**config.mk**
```make
export PLATFORM = sky130hd
export DESIGN_NAME = ecc_scrub_ctrl_flat
export DESIGN_NICKNAME = d
export VERILOG_FILES = /design/src/rtl/ecc_scrub_pkg.sv /design/src/rtl/ecc_scrub_ctrl_if.sv /design/src/rtl/ecc_scrub_ctrl_addr_gen.sv /design/src/rtl/ecc_scrub_ctrl.sv /design/src/flat_wrapper.sv
export SDC_FILE = /design/constraint.sdc
export NUM_CORES = 1
export LEC_CHECK = 0
export CAP_MARGIN = 5
export CORE_MARGIN = 8
export CORE_UTILIZATION = 43
export CTS_BUF_LIST = sky130_fd_sc_hd__clkbuf_4
export DETAILED_ROUTE_END_ITERATION = 12
export GPL_TIMING_DRIVEN = 0
export PLACE_DENSITY = 0.82
export SETUP_SLACK_MARGIN = 0.15
export SLEW_MARGIN = 40
export SYNTH_ARGS = -nofsm -noshare
export SYNTH_HDL_FRONTEND = slang
export SYNTH_HIERARCHICAL = 1
export SYNTH_SLANG_ARGS = --single-unit
```
**constraint.sdc**
```tcl
create_clock -name clock -period 4.39 [get_ports clock]
set_input_delay 0.878 -clock clock [delete_from_list [all_inputs] [get_ports clock]]
set_output_delay 0.878 -clock clock [all_outputs]
set_load 0.01 [all_outputs]
```
**src/rtl/ecc_scrub_pkg.sv**
```systemverilog
//------------------------------------------------------------------------------
// Module : ecc_scrub_pkg
// Brief  : Shared types and widths for the ECC scrub controller.
// Rev    : 1.0
//------------------------------------------------------------------------------
`default_nettype none

package ecc_scrub_pkg;

    localparam int DATA_W = 32;
    localparam int CHK_W  = 8;

    typedef enum logic [2:0] {
        ST_IDLE    = 3'd0,
        ST_RD_REQ  = 3'd1,
        ST_RD_WAIT = 3'd2,
        ST_CHECK   = 3'd3,
        ST_WR_REQ  = 3'd4,
        ST_NEXT    = 3'd5,
        ST_FIN     = 3'd6
    } scrub_state_t;

    typedef struct packed {
        logic [DATA_W-1:0] data;
        logic [CHK_W-1:0]  chk;
    } ecc_word_t;

endpackage

`default_nettype wire

```
**src/rtl/ecc_scrub_ctrl_if.sv**
```systemverilog
//------------------------------------------------------------------------------
// Module : ecc_scrub_ctrl_if
// Brief  : Memory port and SEC corrector port bundle for the scrub controller.
// Rev    : 1.0
//------------------------------------------------------------------------------
`default_nettype none

interface ecc_scrub_ctrl_if #(
    parameter int AW = 10
);
    import ecc_scrub_pkg::*;

    logic              mem_req;
    logic              mem_we;
    logic [AW-1:0]     mem_addr;
    logic              mem_gnt;
    logic              mem_rvalid;
    logic [DATA_W-1:0] mem_rdata;
    logic [CHK_W-1:0]  mem_rchk;
    logic [DATA_W-1:0] mem_wdata;
    logic [CHK_W-1:0]  mem_wchk;
    logic              sec_en;
    logic [DATA_W-1:0] sec_data_in;
    logic [CHK_W-1:0]  sec_chk_in;
    logic [DATA_W-1:0] sec_data_out;

    modport master (
        output mem_req, mem_we, mem_addr, mem_wdata, mem_wchk,
        output sec_en, sec_data_in, sec_chk_in,
        input  mem_gnt, mem_rvalid, mem_rdata, mem_rchk, sec_data_out
    );

    modport slave (
        input  mem_req, mem_we, mem_addr, mem_wdata, mem_wchk,
        input  sec_en, sec_data_in, sec_chk_in,
        output mem_gnt, mem_rvalid, mem_rdata, mem_rchk, sec_data_out
    );

endinterface

`default_nettype wire

```
**src/rtl/ecc_scrub_ctrl_addr_gen.sv**
```systemverilog
//------------------------------------------------------------------------------
// Module : scrub_addr_gen
// Brief  : Scrub window address walker with modulo-2^AW wrap and last flag.
// Rev    : 1.0
//------------------------------------------------------------------------------
`default_nettype none

module scrub_addr_gen #(
    parameter int AW = 10
) (
    input  wire logic          clock,
    input  wire logic          reset,
    input  wire logic          i_load,
    input  wire logic [AW-1:0] i_base,
    input  wire logic [AW-1:0] i_last,
    input  wire logic          i_adv,
    output logic [AW-1:0]      o_cur,
    output logic               o_is_last
);

    logic [AW-1:0] r_cur;
    logic [AW-1:0] r_last;

    // Natural AW-bit overflow gives the wrap through 2^AW-1 to 0.
    always_ff @(posedge clock) begin
        if (reset) begin
            r_cur  <= '0;
            r_last <= '0;
        end else if (i_load) begin
            r_cur  <= i_base;
            r_last <= i_last;
        end else if (i_adv) begin
            r_cur  <= r_cur + AW'(1);
        end
    end

    assign o_cur     = r_cur;
    assign o_is_last = (r_cur == r_last);

endmodule

`default_nettype wire

```
**src/rtl/ecc_scrub_ctrl.sv**
```systemverilog
//------------------------------------------------------------------------------
// Module : ecc_scrub_ctrl
// Brief  : Sequential ECC scrub controller driving an external SEC corrector.
//          Optional macro ECC_SCRUB_LOG_EN enables last-error address logging.
// Rev    : 1.0
//------------------------------------------------------------------------------
`default_nettype none

module ecc_scrub_ctrl
    import ecc_scrub_pkg::*;
#(
    parameter int AW = 10,
    parameter int CW = 16
) (
    input  wire logic          clock,
    input  wire logic          reset,
    input  wire logic          i_start,
    input  wire logic          i_abort,
    input  wire logic [AW-1:0] i_base_addr,
    input  wire logic [AW-1:0] i_last_addr,
    output logic               o_busy,
    output logic               o_done,
    output logic [CW-1:0]      o_err_count,
    output logic [AW-1:0]      o_last_err_addr,
    ecc_scrub_ctrl_if.master   bus
);

    localparam logic [2:0] S_IDLE    = 3'(ST_IDLE);
    localparam logic [2:0] S_RD_REQ  = 3'(ST_RD_REQ);
    localparam logic [2:0] S_RD_WAIT = 3'(ST_RD_WAIT);
    localparam logic [2:0] S_CHECK   = 3'(ST_CHECK);
    localparam logic [2:0] S_WR_REQ  = 3'(ST_WR_REQ);
    localparam logic [2:0] S_NEXT    = 3'(ST_NEXT);
    localparam logic [2:0] S_FIN     = 3'(ST_FIN);
    localparam logic [CW-1:0] C_CNT_MAX = '1;

    logic [2:0]        r_state;
    logic              r_abort_pend;
    ecc_word_t         r_raw;
    logic [DATA_W-1:0] r_wdata;
    logic [CHK_W-1:0]  r_wchk;
    logic [CW-1:0]     r_err_cnt;

    logic [AW-1:0]     w_cur;
    logic              w_is_last;
    logic              w_load;
    logic              w_adv;
    logic              w_abort;
    logic              w_corrected;

    assign w_load      = (r_state == S_IDLE) && i_start;
    assign w_abort     = r_abort_pend || i_abort;
    assign w_adv       = (r_state == S_NEXT) && !w_abort && !w_is_last;
    assign w_corrected = (r_state == S_CHECK) && (bus.sec_data_out != r_raw.data);

    scrub_addr_gen #(.AW(AW)) u_addr_gen (
        .clock     (clock),
        .reset     (reset),
        .i_load    (w_load),
        .i_base    (i_base_addr),
        .i_last    (i_last_addr),
        .i_adv     (w_adv),
        .o_cur     (w_cur),
        .o_is_last (w_is_last)
    );

    always_ff @(posedge clock) begin
        if (reset) begin
            r_state   <= S_IDLE;
            r_raw     <= '0;
            r_wdata   <= '0;
            r_wchk    <= '0;
            r_err_cnt <= '0;
        end else begin
            case (r_state)
                S_IDLE: begin
                    if (i_start) begin
                        r_err_cnt <= '0;
                        r_state   <= S_RD_REQ;
                    end
                end
                S_RD_REQ: begin
                    if (w_abort && !bus.mem_gnt) r_state <= S_FIN;
                    else if (bus.mem_gnt)        r_state <= S_RD_WAIT;
                end
                S_RD_WAIT: begin
                    if (bus.mem_rvalid) begin
                        r_raw   <= '{data: bus.mem_rdata, chk: bus.mem_rchk};
                        r_state <= S_CHECK;
                    end
                end
                S_CHECK: begin
                    if (w_corrected) begin
                        // Stored check bits still describe the true data after a data-bit error.
                        r_wdata <= bus.sec_data_out;
                        r_wchk  <= r_raw.chk;
                        if (r_err_cnt != C_CNT_MAX) r_err_cnt <= r_err_cnt + CW'(1);
                        r_state <= S_WR_REQ;
                    end else begin
                        r_state <= S_NEXT;
                    end
                end
                S_WR_REQ: begin
                    if (bus.mem_gnt) r_state <= S_NEXT;
                end
                S_NEXT: begin
                    if (w_abort || w_is_last) r_state <= S_FIN;
                    else                      r_state <= S_RD_REQ;
                end
                S_FIN:   r_state <= S_IDLE;
                default: r_state <= S_IDLE;
            endcase
        end
    end

    // Abort is only meaningful while a pass is running; a start-cycle abort is dropped.
    always_ff @(posedge clock) begin
        if (reset) begin
            r_abort_pend <= 1'b0;
        end else if (r_state == S_IDLE || r_state == S_FIN) begin
            r_abort_pend <= 1'b0;
        end else if (i_abort) begin
            r_abort_pend <= 1'b1;
        end
    end

`ifdef ECC_SCRUB_LOG_EN
    logic [AW-1:0] r_last_err_addr;

    always_ff @(posedge clock) begin
        if (reset || w_load) begin
            r_last_err_addr <= '0;
        end else if (w_corrected) begin
            r_last_err_addr <= w_cur;
        end
    end

    assign o_last_err_addr = r_last_err_addr;
`else
    assign o_last_err_addr = '0;
`endif

    assign o_busy          = (r_state != S_IDLE);
    assign o_done          = (r_state == S_FIN);
    assign o_err_count     = r_err_cnt;

    assign bus.mem_req     = (r_state == S_RD_REQ) || (r_state == S_WR_REQ);
    assign bus.mem_we      = (r_state == S_WR_REQ);
    assign bus.mem_addr    = w_cur;
    assign bus.mem_wdata   = r_wdata;
    assign bus.mem_wchk    = r_wchk;
    assign bus.sec_en      = (r_state == S_CHECK);
    assign bus.sec_data_in = r_raw.data;
    assign bus.sec_chk_in  = r_raw.chk;

endmodule

`default_nettype wire
```
**src/flat_wrapper.sv**
```systemverilog
// flat-port wrapper written by rule: the top's interface ports become plain ports
module ecc_scrub_ctrl_flat import ecc_scrub_pkg::*;
#(
    parameter int AW = 10,
    parameter int CW = 16
)
  (clock, reset, i_start, i_abort, i_base_addr, i_last_addr, o_busy, o_done, o_err_count, o_last_err_addr, bus_mem_req, bus_mem_we, bus_mem_addr, bus_mem_wdata, bus_mem_wchk, bus_sec_en, bus_sec_data_in, bus_sec_chk_in, bus_mem_gnt, bus_mem_rvalid, bus_mem_rdata, bus_mem_rchk, bus_sec_data_out);
  ecc_scrub_ctrl_if #(.AW(AW)) bus_i ();
  input  wire logic clock;
  input  wire logic reset;
  input  wire logic i_start;
  input  wire logic i_abort;
  input  wire logic [AW-1:0] i_base_addr;
  input  wire logic [AW-1:0] i_last_addr;
  output logic o_busy;
  output logic o_done;
  output logic [CW-1:0] o_err_count;
  output logic [AW-1:0] o_last_err_addr;
  output wire logic [$bits(bus_i.mem_req)-1:0] bus_mem_req;
  output wire logic [$bits(bus_i.mem_we)-1:0] bus_mem_we;
  output wire logic [$bits(bus_i.mem_addr)-1:0] bus_mem_addr;
  output wire logic [$bits(bus_i.mem_wdata)-1:0] bus_mem_wdata;
  output wire logic [$bits(bus_i.mem_wchk)-1:0] bus_mem_wchk;
  output wire logic [$bits(bus_i.sec_en)-1:0] bus_sec_en;
  output wire logic [$bits(bus_i.sec_data_in)-1:0] bus_sec_data_in;
  output wire logic [$bits(bus_i.sec_chk_in)-1:0] bus_sec_chk_in;
  input wire logic [$bits(bus_i.mem_gnt)-1:0] bus_mem_gnt;
  input wire logic [$bits(bus_i.mem_rvalid)-1:0] bus_mem_rvalid;
  input wire logic [$bits(bus_i.mem_rdata)-1:0] bus_mem_rdata;
  input wire logic [$bits(bus_i.mem_rchk)-1:0] bus_mem_rchk;
  input wire logic [$bits(bus_i.sec_data_out)-1:0] bus_sec_data_out;
  assign bus_mem_req = bus_i.mem_req;
  assign bus_mem_we = bus_i.mem_we;
  assign bus_mem_addr = bus_i.mem_addr;
  assign bus_mem_wdata = bus_i.mem_wdata;
  assign bus_mem_wchk = bus_i.mem_wchk;
  assign bus_sec_en = bus_i.sec_en;
  assign bus_sec_data_in = bus_i.sec_data_in;
  assign bus_sec_chk_in = bus_i.sec_chk_in;
  assign bus_i.mem_gnt = bus_mem_gnt;
  assign bus_i.mem_rvalid = bus_mem_rvalid;
  assign bus_i.mem_rdata = bus_mem_rdata;
  assign bus_i.mem_rchk = bus_mem_rchk;
  assign bus_i.sec_data_out = bus_sec_data_out;
  ecc_scrub_ctrl #(.AW(AW), .CW(CW)) u_core (.clock(clock), .reset(reset), .i_start(i_start), .i_abort(i_abort), .i_base_addr(i_base_addr), .i_last_addr(i_last_addr), .o_busy(o_busy), .o_done(o_done), .o_err_count(o_err_count), .o_last_err_addr(o_last_err_addr), .bus(bus_i));
endmodule
```
==> flow_summary.yaml <==
logic_synthesis:
  ys_seq_area_share_pct: 44.3
  synth_cell_types: 45
  ys.flop_type: "dfxtp_1"
  ys_ff_latch: 120
  synthTopCellsByArea: "dfxtp_1 (44%), mux2i_1 (10%), nand2_1 (6.4%)"
  synthArstFlopShare_pct: 0
  yosysTopAreaCell: "dfxtp_1"
  yosysWarnings: 6
  syn_area_per_cell_um2: 8.76
  syn_inst: 619
  synth_top_area_share_pct: 44.3
  syn_area_mm2: 0.00542
  synth_edf_count: 0
status:
  status: "complete, no violations"
route:
  drtIter0Drc: 254
  routed_wl_um: 17200
  detail-route-antenna-nets: 0
  firstDrtPassIters: 5
  via_count: 5120
  via_per_inst: 4.93
  drt_drc_violations_left: 0
  wl_per_cell_um: 16.6
global_route:
  grt_overflow_total: 0
  grt_max_degree: 17
  antenna_found_initial: 0
  grt_pass1_vias: 5107
  grt_use_total_pct: 20.9
  grt_pass1_wl_um: 26700
sta:
  finalSetupViolCount: 0
  grt_setup_unrepaired: "no"
  slew_headroom_pct: 60.0
  tightest_slew_ns: 0.601
  hold_violations: 0
  setup_ws_ns: 1.44
  fmaxAchievable_mhz: 339
  slew_violations: 0
  period_minus_slack_ns: 2.95
  fin_crit_sh_pct: 67.2
  fin_worst_skew_ns: 0.0184
  tns_ns: 0
cts:
  post_cts_resize_count: 0
  numCtsBuffers: 17
  clock-sinks: 120
  cts_tree: "built"
  clk_path_buf_depth: 2
  cts_hold_buf: 0
  post-cts-setup-buffers: 0
  cts_root_buf: "clkbuf_4"
  path_clk_slew_ns: 0.11
  clk_latency_ns: 0.53
  htree_levels: 4
setup_path:
  r2r-start: "u_core/u_addr_gen/o_cur[2]$_SDFFE_PP0P_"
  path_buf_inv: 2
  cp.arrival_ns: 2.07
  cp_slowest_cell: "clkdlybuf4s50_1"
  critPathMaxStageDelay_ns: 0.57
  worst-path-stages: 3
  crit_chain: "clkbuf_1 > nor3b_1 > clkdlybuf4s50_1"
  setup.worst_path.start_class: "register"
  required_ns: 3.51
  worstSetupEndpointType: "primary output"
  critical_path.top_delay_family: "buffers and inverters"
  startpoint: "u_core/r_state[2]$_SDFFE_PP0P_"
  path_max_fanout: 10
  critPathKind: "reg -> out"
  rr_worst_depth: 11
floorplan:
  die_area_mm2: 0.0165
  num_rows: 41
  die_w_um: 128
  initial_utilization_pct: 43.5
  fp.dieH_um: 128
  io-pin-count: 219
  coreArea_mm2: 0.0125
power_and_ir_drop:
  irDropWorstVdd_mv: 0.277
  leakage_uw: 0.00290
  power_density_mw_per_mm2: 356
place:
  placedInstanceArea_mm2: 0.00775
  dp.final_hpwl_um: 13300
  gp_congestion: 0.816
  pre_cts_slack_ns: 1.12
  port_buffers: 208
hold_path:
  whs_path_depth: 2
  min_from: "u_core/bus.sec_chk_in[1]$_SDFFE_PP0P_"
  min_path_type: "reg -> reg"
final_layout:
  nets: 955
  postLayoutCellArea_mm2: 0.00803
  area.growth.synth_to_final_pct: 48.1
  final_layout_size_suffix_gt1_share_pct: 8.08
  insertedDiodeCount: 0
  layout_commonest_cell: "clkdlybuf4s50_1"
  final_cell_mix: "clkdlybuf4s50_1 (208), dfxtp_1 (120), nand2_1 (92), nor2_1 (74), a21oi_1 (60)"
  fillers: 1086
job:
  cap_violations: 0
==> metrics by stage <==
step,hold slack (ns),instances,utilization [%],power (µW)
after global placement,0.458,1008,62.2,2070
after floorplan,0.480,628,-,1710
final,0.479,1038,64.4,2860
after global routing,0.508,1038,64.4,3010
after CTS,0.482,1038,64.4,2880
after detailed placement,0.465,1008,62.2,2080
==> layer usage <==
layer  track usage (%)  wire length, µm  vias to the layer above
met3              11.0             1980                       25
met1              22.9             6870                     2342
met2              34.1             8040                      199
li1                  -                -                     2554
met5                 0                0                        -
met4              6.71              321                        0
==> final timing paths <==
path	endpoint	slack [ns]
worst max-delay path	bus_mem_we	1.44
worst min register to register	u_core/bus.sec_chk_in[1]$_SDFFE_PP0P_	0.48
worst max register to register	u_core/u_addr_gen/o_cur[5]$_SDFFE_PP0P_	1.99
worst min-delay path	u_core/bus.sec_chk_in[1]$_SDFFE_PP0P_	0.48
==> layout make-up <==
| class | count | area, µm² | share of cell area, % |
|---|---|---|---|
| clock inverter | 11 | 133 | 1.65 |
| multi-input combinational | 452 | 2740 | 34.1 |
| buffer | 48 | 285 | 3.55 |
| sequential | 120 | 2400 | 29.9 |
| inverter | 8 | 30.0 | 0.374 |
| tap | 172 | 215 | 2.68 |
| clock buffer | 19 | 143 | 1.78 |
| timing repair buffer | 208 | 2080 | 25.9 |
==> flip-flops by register name, summed over array words and instances, names as in the netlist <==
name and flops:
u_core/bus.mem_wchk 8, u_core/bus.mem_wdata 32, u_core/bus.sec_chk_in 8, u_core/bus.sec_data_in 32
u_core/o_err_count 16, u_core/r_abort_pend 1, u_core/r_state 3, u_core/u_addr_gen/o_cur 10
u_core/u_addr_gen/r_last 10
==> cells by family after synthesis <==
kind of cell               count (synthesis)  synth area share [%]
adders and majority gates                  2                 0.461
and+or+nand+nor                          238                  20.4
other                                      1                0.0691
DFF                                      120                  44.3
buffers and inverters                     56                  5.81
AOI/OAI and AO/OA                         97                  10.7
xor gates and xnor gates                  51                  8.24
muxes                                     54                  9.97
==> cell usage after synthesis, types with 2 or more instances <==
cell type,instances
or3_1,6
xnor2_1,15
and2_1,3
o211ai_1,4
nor2_1,74
or2_2,2
a21oi_1,60
buf_6,5
dfxtp_1,120
a21boi_2,2
inv_1,8
a21oi_2,4
clkbuf_1,25
nand4_2,3
o21ai_2,5
nand2_1,92
nand3_1,12
o21bai_1,2
nor4_1,6
xor2_1,36
nor3_1,7
buf_2,4
ha_1,2
nand4_1,10
nor3b_1,2
or4_1,6
and3_1,5
o21a_1,8
o21ai_0,4
nor4_2,4
o31ai_1,5
mux2i_1,54
buf_4,12
==> power by group <==
| group | internal, µW | total (µW) | switching [µW] |
|---|---|---|---|
| sequential | 1180 | 1250 | 78.2 |
| clock | 393 | 803 | 411 |
| combinational | 407 | 797 | 390 |
| total | 1980 | 2860 | 879 |
==> worst reg2reg max path: cells and delay by family, from the launching register on <==
kind | cells | cell delay (ns)
buffers and inverters | 2 | 0.36
XOR/XNOR | 2 | 0.21
flip-flops | 1 | 0.34
AO/OA/AOI/OAI | 1 | 0.16
AND/OR/NAND/NOR | 6 | 1.23
(Power assumes the default switching activity.)
